**src/rtl/fetch_unit_pkg.sv**
```systemverilog
// rtl/fetch_unit_pkg.sv - shared fetch constants and PC helper
// Purpose : constants shared by the fetch front end and the core pipeline.
// Contents: XLEN, ILEN_BYTES, NOP_INSTR (addi x0,x0,0), RESET_PC, align_pc().
package fetch_unit_pkg;

    localparam int          XLEN       = 32;
    localparam int          ILEN_BYTES = 4;
    localparam logic [31:0] NOP_INSTR  = 32'h0000_0013;
    localparam logic [31:0] RESET_PC   = 32'h0000_0000;

    // Instruction fetch is word aligned; low address bits are dropped.
    function automatic logic [XLEN-1:0] align_pc(input logic [XLEN-1:0] pc);
        return {pc[XLEN-1:2], 2'b00};
    endfunction

endpackage

```
**src/rtl/fetch_queue.sv**
```systemverilog
// rtl/fetch_queue.sv - synchronous prefetch FIFO of {pc, instr} entries
// Purpose : DEPTH-entry FIFO with synchronous flush and occupancy count.
// Ports   : i_clk, i_reset_n (async active-low)
//           i_flush              - empty the FIFO this edge (overrides push/pop)
//           i_push, i_push_data  - write one entry
//           i_pop                - drop the head entry (ignored when empty)
//           o_head               - head entry, meaningful only when o_count != 0
//           o_count              - current occupancy, 0..DEPTH
module fetch_queue #(
    parameter  int DEPTH = 4,
    parameter  int WIDTH = 64,
    localparam int PTR_W = $clog2(DEPTH),
    localparam int CNT_W = PTR_W + 1
) (
    input  logic             i_clk,
    input  logic             i_reset_n,
    input  logic             i_flush,
    input  logic             i_push,
    input  logic [WIDTH-1:0] i_push_data,
    input  logic             i_pop,
    output logic [WIDTH-1:0] o_head,
    output logic [CNT_W-1:0] o_count
);

    logic [WIDTH-1:0] r_mem [DEPTH];
    logic [PTR_W-1:0] r_wr_ptr;
    logic [PTR_W-1:0] r_rd_ptr;
    logic [CNT_W-1:0] r_count;
    logic             w_pop;

    assign w_pop   = i_pop && (r_count != '0);
    assign o_head  = r_mem[r_rd_ptr];
    assign o_count = r_count;

    // DEPTH is a power of two, so the pointers wrap by natural overflow.
    always_ff @(posedge i_clk or negedge i_reset_n) begin
        if (!i_reset_n) begin
            r_wr_ptr <= '0;
            r_rd_ptr <= '0;
            r_count  <= '0;
        end else if (i_flush) begin
            r_wr_ptr <= '0;
            r_rd_ptr <= '0;
            r_count  <= '0;
        end else begin
            if (i_push) r_wr_ptr <= r_wr_ptr + 1'b1;
            if (w_pop)  r_rd_ptr <= r_rd_ptr + 1'b1;
            r_count <= r_count + CNT_W'(i_push) - CNT_W'(w_pop);
        end
    end

    always_ff @(posedge i_clk) begin
        if (i_push && !i_flush) r_mem[r_wr_ptr] <= i_push_data;
    end

    // The producer's credit check must make a push into a full FIFO impossible.
    a_no_overflow: assert property (@(posedge i_clk) disable iff (!i_reset_n)
        !(i_push && !i_flush && (r_count == CNT_W'(DEPTH))));

endmodule

```
**src/rtl/fetch_unit.sv**
```systemverilog
// rtl/fetch_unit.sv - instruction fetch front end with prefetch queue
// Purpose : owns the PC, issues one-cycle-latency imem reads, buffers
//           {pc, instr} in a prefetch queue and hands them to decode.
// Ports   : i_clk, i_reset_n (async active-low)
//           i_redirect, i_redirect_pc - flush and restart fetch at a new PC
//           o_imem_req, o_imem_addr   - imem read request / byte address
//           i_imem_data               - read data, the cycle after the request
//           o_valid, o_pc, o_instr    - queue head towards decode
//           i_ready                   - decode accepts the head this cycle
module fetch_unit #(
    parameter int          DEPTH     = 4,
    parameter int          ADDR_W    = 8,
    parameter logic [31:0] RESET_PC  = fetch_unit_pkg::RESET_PC,
    parameter logic [31:0] NOP_INSTR = fetch_unit_pkg::NOP_INSTR
) (
    input  logic              i_clk,
    input  logic              i_reset_n,
    input  logic              i_redirect,
    input  logic [31:0]       i_redirect_pc,
    output logic              o_imem_req,
    output logic [ADDR_W-1:0] o_imem_addr,
    input  logic [31:0]       i_imem_data,
    output logic              o_valid,
    output logic [31:0]       o_pc,
    output logic [31:0]       o_instr,
    input  logic              i_ready
);

    import fetch_unit_pkg::*;

    localparam int CNT_W = $clog2(DEPTH) + 1;

    logic [XLEN-1:0]   r_fetch_pc;
    logic [XLEN-1:0]   r_inflight_pc;
    logic              r_inflight;
    logic              r_squash;

    logic [CNT_W-1:0]  w_count;
    logic [CNT_W:0]    w_credit;
    logic [2*XLEN-1:0] w_head;
    logic              w_issue;
    logic              w_push;
    logic              w_pop;
    logic              w_valid;

    // Occupancy plus the outstanding read must leave room for the response.
    assign w_credit = {1'b0, w_count} + {{CNT_W{1'b0}}, r_inflight};
    assign w_issue  = i_reset_n && !i_redirect && (w_credit < (CNT_W+1)'(DEPTH));

    assign w_valid  = (w_count != '0);
    // Redirect flushes the queue, so a same-cycle pop or push is discarded.
    assign w_pop    = w_valid && i_ready && !i_redirect;
    assign w_push   = r_inflight && !r_squash && !i_redirect;

    always_ff @(posedge i_clk or negedge i_reset_n) begin
        if (!i_reset_n) begin
            r_fetch_pc    <= RESET_PC;
            r_inflight_pc <= '0;
            r_inflight    <= 1'b0;
            r_squash      <= 1'b0;
        end else begin
            r_inflight <= w_issue;
            // Marks the response slot right after a redirect as stale.
            r_squash   <= i_redirect;
            if (w_issue) r_inflight_pc <= r_fetch_pc;
            if (i_redirect) begin
                r_fetch_pc <= align_pc(i_redirect_pc);
            end else if (w_issue) begin
                r_fetch_pc <= r_fetch_pc + XLEN'(ILEN_BYTES);
            end
        end
    end

    fetch_queue #(
        .DEPTH (DEPTH),
        .WIDTH (2*XLEN)
    ) u_queue (
        .i_clk       (i_clk),
        .i_reset_n   (i_reset_n),
        .i_flush     (i_redirect),
        .i_push      (w_push),
        .i_push_data ({r_inflight_pc, i_imem_data}),
        .i_pop       (w_pop),
        .o_head      (w_head),
        .o_count     (w_count)
    );

    assign o_imem_req  = w_issue;
    assign o_imem_addr = r_fetch_pc[ADDR_W-1:0];
    assign o_valid     = w_valid;
    assign o_pc        = w_valid ? w_head[2*XLEN-1:XLEN] : '0;
    assign o_instr     = w_valid ? w_head[XLEN-1:0]      : NOP_INSTR;

endmodule

```
**config.mk**
```make
export PLATFORM = sky130hd
export DESIGN_NAME = fetch_unit
export DESIGN_NICKNAME = d
export VERILOG_FILES = /design/src/rtl/fetch_unit_pkg.sv /design/src/rtl/fetch_queue.sv /design/src/rtl/fetch_unit.sv
export SDC_FILE = /design/constraint.sdc
export NUM_CORES = 1
export LEC_CHECK = 0
export BUFFER_PORTS_ARGS = -buffer_cell sky130_fd_sc_hd__buf_2
export CORE_UTILIZATION = 65
export CTS_BUF_LIST = sky130_fd_sc_hd__clkbuf_8
export CTS_CLUSTER_DIAMETER = 60
export CTS_CLUSTER_SIZE = 20
export DETAILED_ROUTE_END_ITERATION = 7
export GPL_TIMING_DRIVEN = 0
export PLACE_DENSITY = 0.92
export SLEW_MARGIN = 20
export SYNTH_ARGS = -nofsm -noshare
export SYNTH_HDL_FRONTEND = slang
export SYNTH_SLANG_ARGS = --single-unit
```
**constraint.sdc**
```tcl
create_clock -name i_clk -period 4.7 [get_ports i_clk]
set_clock_uncertainty 0.15 [all_clocks]
set_input_delay 0.235 -clock i_clk [delete_from_list [all_inputs] [get_ports i_clk]]
set_output_delay 0.235 -clock i_clk [all_outputs]
set_load 0.005 [all_outputs]
```
-- After elaboration in Yosys (flattened, before gate mapping)
Memory sizes are Yosys's and may differ from the RTL's.
Cells that the tools add are included.
W data, S select, Z words.
- input bits: 68
- bits in writable memories: 256
- memories: 1
- bits in latches: 0
- word-level logic and storage cells: 40
- register bits: 73
- output and inout port bits: 74
- ROM bits: 0
- memory list (name ; depth ; bits a word ; rd ports ; clocked after Yosys merged registers in ; wr ports ; line ; text):
    u_queue.r_mem ; 4 ; 64 ; 1 ; 0 ; 1 ; fetch_queue.sv:25 ; logic [WIDTH-1:0] r_mem [DEPTH];
- div/mod/pow operators: 0
- multiply operators: 0
- add/sub/neg operators: 6
- equality and inequality tests: 0
- mux-type cells: 11
- order comparisons: 1
- bitwise logic cells: 0
- reductions and logical operators: 14
- shifts and indexed selects: 0
- operator list (operator ; count):
    $mux W32 ; 4
    $add A32 B3 Y32 const B ; 1
    $logic_and A1 B1 Y1 ; 8
    $mux W2 ; 4
    $reduce_bool A2 Y1 ; 3
    $add A2 B1 Y2 const B ; 2
    $add A3 B1 Y4 ; 1
    $lt A4 B3 Y1 const B ; 1
    $add A3 B1 Y3 ; 1
    $mux W3 ; 1
    $reduce_bool A3 Y1 ; 1
    $sub A3 B1 Y3 ; 1
    $logic_not A1 Y1 ; 2
    $mux W1 ; 2

-- Depth between registers and ports, before layout
- depth in word-level cells: 6
- mapped depth: 11
- gate-level depth less buffers: 11

-- Hierarchy
A second synthesis with hierarchy kept.
- cell total of the unflattened synthesis: 793
- area, all modules: 13230.2 µm²
- by module, submodules not included (module ; cells an instance ; instances ; sequential area each (µm²) ; area each (µm²)):
    fetch_queue ; 376 ; 1 ; 7862.5 ; 9721.8
    fetch_unit ; 417 ; 1 ; 1551.5 ; 3508.4

-- Worst setup path before layout
OpenSTA, ideal clock, no wires.
- path kind: flip-flop to flip-flop
- start: register r_inflight
- end: memory u_queue.r_mem[0][0], enable pin
- setup slack: 1892 ps
- stages on the path, launching flop included: 4
- setup time: 427 ps
- path buffers: 1
- data arrival time: 2231 ps
- clock period less this slack: 2808 ps
- data required time: 4123 ps
- cell sequence: dfrtp_1 -> nor2b_1 -> clkbuf_1 -> and3_1
- word-level cells in the longest chain between the ends: 5
- ends and longest elaborated chain (what ; line ; text):
    start, declared ; fetch_unit.sv:35 ; logic r_inflight;
    start signal, assigned ; fetch_unit.sv:62 ; r_inflight <= w_issue;
    $logic_and A1 B1 Y1 (2 in a row) ; fetch_unit.sv:53 ; assign w_push = r_inflight && !r_squash && !i_redirect;
    $logic_and A1 B1 Y1 ; fetch_queue.sv:53 ; if (i_push && !i_flush) r_mem[r_wr_ptr] <= i_push_data;
    $mux W1 ; fetch_queue.sv:53 ;
    $mux W1 (not written as such) ; fetch_queue.sv:53 ;
    end, declared ; fetch_queue.sv:25 ;
No other way between the ends.

-- Worst setup path in the final report
- start: register u_queue.r_count[0], in the netlist u_queue.o_count[0]
- end: register u_queue.r_count[2], in the netlist u_queue.o_count[2]
- word-level cells in the longest chain between the ends: 6
- elaborated cells between the ends (all ways): 7
- those cells by class: 2 x add/sub; 1 x mux; 4 x reduce/logical
- ends and longest elaborated chain (what ; line ; text):
    start, declared ; fetch_queue.sv:28 ; logic [CNT_W-1:0] r_count;
    start signal, assigned ; fetch_queue.sv:48 ; r_count <= r_count + CNT_W'(i_push) - CNT_W'(w_pop);
    branches (longest 4 deep; another with $add A3 B1 Y3) ; -- ;
    $sub A3 B1 Y3 (*) ; fetch_queue.sv:48 ;
    $mux W3 (*) ; fetch_queue.sv:41 ; end else if (i_flush) begin
Mark *: on every way between the ends.
A chain may end at the register's enable or synchronous reset.

==> results.md <==
- DRC viols: 0
- Drt initial violations: 595
- Clock-pin slew on the worst setup and hold paths: 120 ps
- Worst setup SP type: register
- Via count: 7,257
- Vias in the first global route: 7,501
- Num CTS Buffers: 20
- Final setup violation count: 0
- Leakage power: 0.00544 uW
- Cells after DPL: 1,123
- Sequential share of power: 0.573
- Worst EP required: 4960 ps
- Synthesized cell area: 12,800 sq um
- Commonest non-fill, non-tap cell in the layout: edfxtp_1
- Die Wd: 142 um
- CP Class: reg -> reg
- Clock power frac: 0.209
- TritonRoute pass-1 iters: 5
- Critical-path maximum fanout: 8
- Die height: 142 um
- Placer Congestion: 0.848
- Layout cells sized above 1: 0.304
- CP arrival: 3340 ps
- CTS tree: built
- Hold buffers post-CTS: 65
- Highest Clock Rate: 325 MHz
- Max_slew headroom: 0.537
- NumNets Final: 1,027
- Htree depth: 1
- Peak supply drop: 0.375 mV
- Critical Path End Type: register
- Antenna violations before repair: 0
- Commonest non-fill, non-tap cells in the layout: edfxtp_1, buf_2, dfrtp_1
- Initial Util: 0.673
- # port buffers: 135
- Main area contributors after synthesis: edfxtp_1, dfrtp_1, mux4_2, and2_1, mux2_2
- Post-synth top area share: 0.581
- Hpwl dp: 15.7 mm
- Area leader, netlist: edfxtp_1
- Logic gate share of total power: 0.218
- Status: completed
- Pwr dens: 407 nW/um^2
- Global route overflow: 0
- IO Pins: 142
- Library cells used by synthesis: 39
- Area delta synth->final: 17.1%
- Sw Share: 0.269
- Seq/Total Area, Yosys: 0.716
- Clock Sinks: 317
- Vias per std cell: 5.93
- Worst hold path class: in -> async
- Antenna Diode Count: 0
- MaxCap Viol Count: 0
- Crit path time final: 3070 ps
- Final Hold Fails: 0
- Final Cycle Share: 0.654
- CTS max path bufs: 3
- Clk root buf: clkbuf_8
- RSZ-0062 raised after global routing: false
- Average wire per standard cell: 21.3 um
- CORE AREA: 19,000 sq um
- Synth Instances: 720
- Die ar.: 20,300 sq um
- First-pass GRT wire length: 40.7 mm
- Largest net degree at the start of global routing: 49
- Synth Register Bits: 317
- Final ANT Viol Nets: 0
- Routed Wire Length: 26.1 mm
- Setup_tns: 0 ps
- Psw: 1640 uW
- CTS resizes: 0
- Clk_lat worst skew: 540 ps
- P_int: 4470 uW
- Reg2reg setup slack: 1630 ps
- Fin cells: 1,224
- Rows: 50
- Post-CTS Setup Inserts: 0
- Pin slew with the least headroom to its limit: 694 ps
- Syn. warnings: 0
- Fin. max-slew vios: 0
- Mean post-synth cell area: 17.8 sq um
- All-Layer GR Usage: 0.270
## state kept, by name, indices dropped and copies added (netlist names)
| signal | flops |
|---|---|
| u_queue.o_count | 3 |
| r_squash | 1 |
| u_queue.r_mem | 248 |
| r_inflight | 1 |
| r_inflight_pc | 30 |
| u_queue.r_wr_ptr | 2 |
| r_fetch_pc | 30 |
| u_queue.r_rd_ptr | 2 |
## synthesized netlist by cell type
cell,number
o21ai_1,4
or3_1,1
and4_1,5
a22o_1,1
mux2i_1,1
nand2_1,30
a21oi_1,2
edfxtp_1,248
o21ai_0,19
clkbuf_1,21
mux2_2,32
ha_1,8
nor2_1,12
nor4_1,7
and2_1,61
buf_4,10
nor4_2,2
a32oi_1,1
and3b_1,1
a22oi_2,1
buf_1,2
nor2b_1,7
or2_2,3
buf_2,12
and3_1,10
nand2_2,1
dfrtp_1,69
nand3_1,10
nand4_1,14
conb_1,1
inv_1,10
fa_1,1
a221o_1,4
xor2_1,7
or4_4,1
nor3_1,16
o211ai_1,1
xnor2_1,22
mux4_2,62
## cell families after synthesis
logic type                 count (synthesis)  share of synthesized area
DFF                                      317                      0.716
and+or+nand+nor                          181                     0.0802
muxes                                     95                      0.138
buffers and inverters                     55                     0.0202
AOI/OAI and AO/OA                         33                     0.0158
xor gates and xnor gates                  29                     0.0198
adders and majority gates                  9                    0.00938
other                                      1                   0.000293
## critical path: stages (launching register included)
cell	delay, ps
dfrtp_1	460
nor3_1	540
inv_1	370
nand2_1	220
nor2_1	70
ha_1	300
inv_1	50
ha_1	130
inv_1	60
fa_1	390
xnor2_1	140
nor2_1	50
## metal layers
metal	wire length (um)	vias to the layer above	global-route usage	part of all wire
met5	0	-	0	0
met1	10500	3727	0.364	0.40
li1	-	3212	-	-
met2	13700	284	0.479	0.53
met4	355	0	0.0487	0.014
met3	1490	34	0.0377	0.057
## path summary, 6_finish.rpt
path,start,to,cells after the start
worst max-delay path,u_queue.o_count[0],u_queue.o_count[2],11
worst min-delay path,i_reset_n,r_fetch_pc[30],2
worst max register to register,u_queue.o_count[0],u_queue.o_count[2],11
worst min register to register,r_inflight_pc[5],u_queue.r_mem[3][37],0
max in group asynchronous,i_reset_n,u_queue.r_wr_ptr[0],3
min in group i_clk,i_redirect_pc[6],r_fetch_pc[6],4
## area by class of cell
class                   instances  area [sq um]
flip-flops and latches        317          9170
fillers                      1041          4020
multi-input cells             351          3410
repair buffers                205          1460
well taps                     260           325
clock buffers                  23           317
plain buffers                  45           221
clock inverters                13          61.3
inverters                      10          37.5
## per-stage QoR
step	power (uW)	hold WS (ps)	utilization	worst slack (ps)	instance area, sq um
after floorplan	4320	-211	-	1890	12800
after global placement	4790	284	0.727	714	13800
after detailed placement	4850	70.8	0.735	1660	14000
after CTS	6130	16.7	0.789	1560	15000
after global routing	6380	32.1	0.789	1400	15000
final	6110	20.4	0.789	1630	15000
## power by group through the flow
stage	logic, uW	clock network (uW)	registers (uW)
after floorplan	837	0	3480
after global placement	1250	0	3540
after detailed placement	1290	0	3560
after CTS	1340	1300	3500
after global routing	1470	1390	3530
final	1330	1270	3500
Note: power is estimated with default switching activity, not from simulation.
